$ cat src/rtl/prog_sequencer.sv
// prog_sequencer: fetch/issue sequencer between a synchronous program ROM and
// the simple processor. Fetches an instruction word (plus the immediate word
// for mvi), drives it onto the processor din with a one-cycle run pulse, then
// waits for done before fetching the next instruction.
//
// Ports
//   clk          rising-edge clock
//   reset        synchronous, active-high reset
//   start        pulse: begin execution at address 0 (ignored while busy)
//   stop         level: sampled on the done cycle, return to IDLE instead of fetching
//   mem_addr     ROM address, always equal to the program counter
//   mem_rdata    ROM data, valid one cycle after mem_addr
//   proc_din     processor din
//   proc_run     processor run, one-cycle pulse per instruction
//   proc_done    processor done
//   busy         high outside IDLE / HALTED / ERROR
//   halted       high in HALTED
//   err          high in ERROR (done timeout)
//   instr_count  instructions completed since start, saturating
//
// state     | meaning
// ----------+-----------------------------------------------------------
// IDLE      | waiting for start
// FETCH     | pc presented on mem_addr, ROM read in flight
// LATCH     | instruction word on mem_rdata; capture it, advance pc, decode
// IMM_FETCH | mvi: immediate address presented
// IMM_LATCH | mvi: capture immediate, advance pc
// ISSUE     | run pulse with the instruction word on din
// WAIT_DONE | waiting for done (immediate on din for mvi), timeout running
// HALTED    | HALT word consumed; waiting for start
// ERROR     | done never arrived; waiting for start

module prog_sequencer #(
  parameter int unsigned ADDR_W  = 8,
  parameter int unsigned TIMEOUT = 16,
  parameter logic [2:0]  OP_MVI  = 3'b001,
  parameter logic [2:0]  OP_HALT = 3'b111
) (
  input  logic              clk,
  input  logic              reset,
  input  logic              start,
  input  logic              stop,
  output logic [ADDR_W-1:0] mem_addr,
  input  logic [15:0]       mem_rdata,
  output logic [15:0]       proc_din,
  output logic              proc_run,
  input  logic              proc_done,
  output logic              busy,
  output logic              halted,
  output logic              err,
  output logic [15:0]       instr_count
);

  localparam int unsigned   CNT_W    = $clog2(TIMEOUT + 1);
  // Value of the timeout counter during the last permitted WAIT_DONE cycle.
  localparam logic [CNT_W-1:0] TMO_LAST = CNT_W'(TIMEOUT - 1);

  typedef enum logic [3:0] {
    S_IDLE,
    S_FETCH,
    S_LATCH,
    S_IMM_FETCH,
    S_IMM_LATCH,
    S_ISSUE,
    S_WAIT_DONE,
    S_HALTED,
    S_ERROR
  } state_t;

  state_t              state_q, state_d;
  logic [ADDR_W-1:0]   pc_q, pc_d;
  logic [15:0]         instr_q, instr_d;
  logic [15:0]         imm_q, imm_d;
  logic [15:0]         din_q, din_d;
  logic [CNT_W-1:0]    tmo_q, tmo_d;
  logic [15:0]         cnt_q, cnt_d;

  logic                instr_is_mvi;

  assign instr_is_mvi = (instr_q[8:6] == OP_MVI);

  always_ff @(posedge clk) begin
    if (reset) begin
      state_q <= S_IDLE;
      pc_q    <= '0;
      instr_q <= '0;
      imm_q   <= '0;
      din_q   <= '0;
      tmo_q   <= '0;
      cnt_q   <= '0;
    end else begin
      state_q <= state_d;
      pc_q    <= pc_d;
      instr_q <= instr_d;
      imm_q   <= imm_d;
      din_q   <= din_d;
      tmo_q   <= tmo_d;
      cnt_q   <= cnt_d;
    end
  end

  // din is registered: it is loaded on the edge entering ISSUE (instruction
  // word) and on the edge entering WAIT_DONE (immediate for mvi), and holds
  // everywhere else.
  always_comb begin
    state_d = state_q;
    pc_d    = pc_q;
    instr_d = instr_q;
    imm_d   = imm_q;
    din_d   = din_q;
    tmo_d   = tmo_q;
    cnt_d   = cnt_q;

    unique case (state_q)
      S_IDLE, S_HALTED, S_ERROR: begin
        if (start) begin
          state_d = S_FETCH;
          pc_d    = '0;
          cnt_d   = '0;
        end
      end

      S_FETCH: state_d = S_LATCH;

      S_LATCH: begin
        instr_d = mem_rdata;
        pc_d    = pc_q + ADDR_W'(1);
        if (mem_rdata[8:6] == OP_HALT) begin
          state_d = S_HALTED;
        end else if (mem_rdata[8:6] == OP_MVI) begin
          state_d = S_IMM_FETCH;
        end else begin
          state_d = S_ISSUE;
          din_d   = mem_rdata;
        end
      end

      S_IMM_FETCH: state_d = S_IMM_LATCH;

      S_IMM_LATCH: begin
        imm_d   = mem_rdata;
        pc_d    = pc_q + ADDR_W'(1);
        din_d   = instr_q;
        state_d = S_ISSUE;
      end

      S_ISSUE: begin
        tmo_d   = '0;
        din_d   = instr_is_mvi ? imm_q : instr_q;
        state_d = S_WAIT_DONE;
      end

      S_WAIT_DONE: begin
        tmo_d = tmo_q + CNT_W'(1);
        // done takes priority over a timeout expiring in the same cycle
        if (proc_done) begin
          if (cnt_q != 16'hFFFF) cnt_d = cnt_q + 16'd1;
          state_d = stop ? S_IDLE : S_FETCH;
        end else if (tmo_q == TMO_LAST) begin
          state_d = S_ERROR;
        end
      end

      default: state_d = S_IDLE;
    endcase
  end

  assign mem_addr    = pc_q;
  assign proc_din    = din_q;
  assign proc_run    = (state_q == S_ISSUE);
  assign busy        = !((state_q == S_IDLE) || (state_q == S_HALTED) || (state_q == S_ERROR));
  assign halted      = (state_q == S_HALTED);
  assign err         = (state_q == S_ERROR);
  assign instr_count = cnt_q;

endmodule

$ cat config.mk
export PLATFORM = sky130hd
export DESIGN_NAME = prog_sequencer
export DESIGN_NICKNAME = d
export VERILOG_FILES = /design/src/rtl/prog_sequencer.sv
export SDC_FILE = /design/constraint.sdc
export NUM_CORES = 1
export LEC_CHECK = 0
export BUFFER_PORTS_ARGS = -buffer_cell sky130_fd_sc_hd__clkbuf_2
export CAP_MARGIN = 20
export CORE_MARGIN = 2
export CORE_UTILIZATION = 35
export DETAILED_ROUTE_END_ITERATION = 10
export GPL_ROUTABILITY_DRIVEN = 0
export PLACE_DENSITY = 0.61
export SLEW_MARGIN = 15
export SYNTH_ARGS = -nofsm -noshare
export SYNTH_HDL_FRONTEND = slang
export SYNTH_SLANG_ARGS = --single-unit
$ cat constraint.sdc
create_clock -name clk -period 4.6 [get_ports clk]
set_clock_uncertainty 0.15 [all_clocks]
set_input_delay 0.69 -clock clk [delete_from_list [all_inputs] [get_ports clk]]
set_output_delay 0.69 -clock clk [all_outputs]
set_load 0.01 [all_outputs]
==> flow_metrics.py <==
metrics = {
    "timing": {
        "min_tclk_post_route_ns": 2.71,
        "hold_slack_ns": 0.309,
        "highest_clock_rate_mhz": 370,
        "worst_slew_pin_slew_ns": 0.911,
        "relSlewSlack": 0.393,
        "finalCritPeriodShare": 0.588,
        "setup_viol": 0,
        "timing_max_transition_violations_final": 0,
        "totalNegativeSetupSlack_ns": 0,
        "report.final.hold_viol_count": 0,
        "grt_setup_unrepaired": "false",
    },
    "floorplan": {
        "die-width_um": 110,
        "die-height_um": 110,
        "floorplan.io_pins": 65,
        "floorplan.die_area_sq_um": 12000,
        "std_cell_rows": 38,
        "core_sq_um": 10800,
        "initial_utilization": 0.360,
    },
    "route": {
        "detailedRoute.firstIterationViolations": 186,
        "antenna_left": 0,
        "via_count": 3535,
        "viasPerCell": 5.35,
        "wl_mm": 9.62,
        "route.detailed.drc": 0,
        "routedWlPerCell_um": 14.5,
        "drt-pass1-iter-count": 4,
    },
    "power": {
        "power.leakage_nw": 1.69,
        "power.sequential.fraction": 0.453,
        "pwr_density_cell_nw_per_um2": 402,
        "switching_share": 0.303,
        "combPwrFrac": 0.199,
        "clk_network_pwr_share": 0.348,
        "power.switching_mw": 0.549,
        "peakVddDrop_uv": 165,
        "internal_power_mw": 1.26,
    },
    "final_layout": {
        "nFillCells": 1111,
        "finish.net_count": 542,
        "antenna_cells_inserted": 0,
        "synthToLayoutAreaGrowth_pct": 15.7,
        "drive_gt1_frac": 0.186,
        "final_core_util": 0.416,
        "final_common_cell": "nand2_1",
        "mostFrequentLayoutCells": "95 x nand2_1, 81 x dfxtp_1, 64 x clkbuf_2, 46 x a21oi_1, 24 x o21ai_0",
    },
    "clocking": {
        "clock_latency_ns": 0.35,
        "buffer_type_at_the_clock_tree_root": "clkbuf_8",
        "cts.reportedPaths.clkPinSlew_ns": 0.08,
        "cts_inserted_buffers": 9,
        "cts.repair_timing.setup_buffer_count": 0,
        "cts_max_level": 3,
        "cts_tree": "yes",
        "post_cts.resized_instances": 0,
        "cts_hold_repair.buffers": 0,
        "cts_sinks": 81,
        "clk_path_buf_depth": 2,
    },
    "synth": {
        "synth_cell_area_sq_um": 3900,
        "synth-seq-cells": 81,
        "count_of_flip_flops_with_a_built_in_enable_after_synthesis": 0,
        "synth_nets": 496,
        "async_reset_ff_frac": 0,
        "dominantRegCellSynth": "dfxtp_1",
        "post_synth.cell_area_avg_sq_um": 8.28,
        "yosysUniqueCellTypes": 60,
        "yosys_warnings": 0,
        "synthesis.instances": 471,
        "synth_sequential_area_ratio": 0.416,
    },
    "critical_path": {
        "path_class": "flop to flop",
        "worstRegToRegCells": 4,
        "worst-path-max-fanout": 32,
        "startpoint_type": "flop",
        "r2r-start": "state_q[1]$_SDFFE_PP0P_",
        "ff2ff_setup_slack_ns": 1.89,
        "rr_endpoint": "proc_din[4]$_SDFFE_PP0P_",
        "required_ns": 4.74,
        "crit_path_capture_type": "flop",
        "cp_data_arrival_time_ns": 2.85,
    },
    "global_routing": {
        "grt_start_max_net_pins": 50,
        "grt.overflow.total": 0,
        "global_route.usage.total": 0.167,
        "number_of_antenna_violations_at_the_first_check_in_global_routing": 0,
        "grt_pass1_vias": 3267,
        "grt_first_pass_wirelength_mm": 16.0,
    },
    "hold_path": {
        "hold_depth": 2,
        "min-delay-start": "imm_q[4]$_SDFFE_PP0N_",
        "destination_of_the_worst_hold_path": "imm_q[4]$_SDFFE_PP0N_",
        "min-delay-path-class": "flop to flop",
    },
    "run_status": {
        "outcome": "completed",
    },
    "place": {
        "io_buffer_count": 64,
        "dp_hpwl_mm": 6.49,
    },
    "flow_run": {
        "maxCapViolations": 0,
    },
}
[critical path: stages, from the launching register on]
cell     delay, ns
dfxtp_1       0.66
or3b_1        0.80
nand2_1       0.23
a21oi_2       0.57
a22o_1        0.24
[synth_stat cells (3+ instances only)]
cell type | instances | area share
o21ai_0 | 24 | 0.031
inv_1 | 12 | 0.012
buf_2 | 11 | 0.014
nand3_1 | 18 | 0.023
a22o_1 | 16 | 0.036
dfxtp_1 | 81 | 0.42
clkbuf_1 | 16 | 0.015
nand2b_1 | 5 | 0.0080
or3_1 | 3 | 0.0048
ha_1 | 4 | 0.013
a31oi_1 | 23 | 0.037
mux2i_1 | 18 | 0.046
buf_4 | 3 | 0.0058
nor2_1 | 16 | 0.015
buf_6 | 3 | 0.0087
nor3_1 | 8 | 0.010
nand3b_1 | 5 | 0.0096
nand2_1 | 95 | 0.091
nand4_1 | 4 | 0.0064
o211ai_1 | 4 | 0.0077
a21oi_1 | 46 | 0.059
and3_1 | 8 | 0.013
[power groups by stage]
stage               combinational [mW]  sequential [mW]  clock (mW)
CTS                              0.361            0.822       0.650
global placement                 0.352            0.834           0
global route                     0.404            0.833       0.674
detailed placement               0.361            0.838           0
finish                           0.360            0.821       0.630
floorplan                        0.277            0.823           0
[per-stage QoR]
stage / power [mW] / instances / setup slack, ns / cell area (sq um)
global placement: 1.19 / 645 / 1.91 / 4270
detailed placement: 1.20 / 645 / 1.76 / 4270
floorplan: 1.10 / 471 / 2.54 / 3900
global route: 1.91 / 661 / 1.62 / 4510
finish: 1.81 / 661 / 1.89 / 4510
CTS: 1.83 / 660 / 1.74 / 4500
[state kept, by name, summed over array words and instances, names as in the netlist]
name         cells
state_q          4
mem_addr         8
tmo_q            5
proc_din        16
instr_count     16
instr_q         16
imm_q           16
[cells by family after synthesis]
family / count (synthesis) / share of synthesized area
AO/OA/AOI/OAI: 133 / 0.215
XOR/XNOR: 1 / 0.00225
adder cells (fa/ha/maj): 4 / 0.0128
buffers and inverters: 46 / 0.0565
flip-flops: 81 / 0.416
multiplexers: 18 / 0.0462
AND/OR/NAND/NOR: 188 / 0.252
[worst max path at each step]
stage / start / endpoint / slack (ns) / depth (start not counted)
finish: state_q[1]$_SDFFE_PP0P_ / proc_din[4]$_SDFFE_PP0P_ / 1.89 / 4
global placement: state_q[3]$_SDFFE_PP0P_ / instr_count[14]$_SDFFE_PP0P_ / 1.91 / 4
CTS: state_q[3]$_SDFFE_PP0P_ / instr_count[14]$_SDFFE_PP0P_ / 1.74 / 4
floorplan: instr_count[0]$_SDFFE_PP0P_ / instr_count[8]$_SDFFE_PP0P_ / 2.54 / 6
global route: state_q[1]$_SDFFE_PP0P_ / proc_din[5]$_SDFFE_PP0P_ / 1.62 / 4
detailed placement: state_q[3]$_SDFFE_PP0P_ / instr_count[14]$_SDFFE_PP0P_ / 1.76 / 4
[layout make-up]
| class | count | area [sq um] | share of cell area |
|---|---|---|---|
| inverters | 12 | 45.0 | 0.00998 |
| flip-flops and latches | 81 | 1620 | 0.359 |
| clock buffers | 9 | 124 | 0.0275 |
| repair buffers | 69 | 358 | 0.0793 |
| clock inverters | 6 | 115 | 0.0255 |
| multi-input cells | 344 | 2070 | 0.460 |
| well taps | 140 | 175 | 0.0388 |
[routing by layer]
metal	vias up	GRT usage	share of wire
met2	80	0.266	0.44
met1	1661	0.221	0.49
met4	0	0.0389	0.0069
met3	6	0.0498	0.063
li1	1788	-	-
met5	-	0	0
Note: power is estimated with default switching activity, not from simulation.
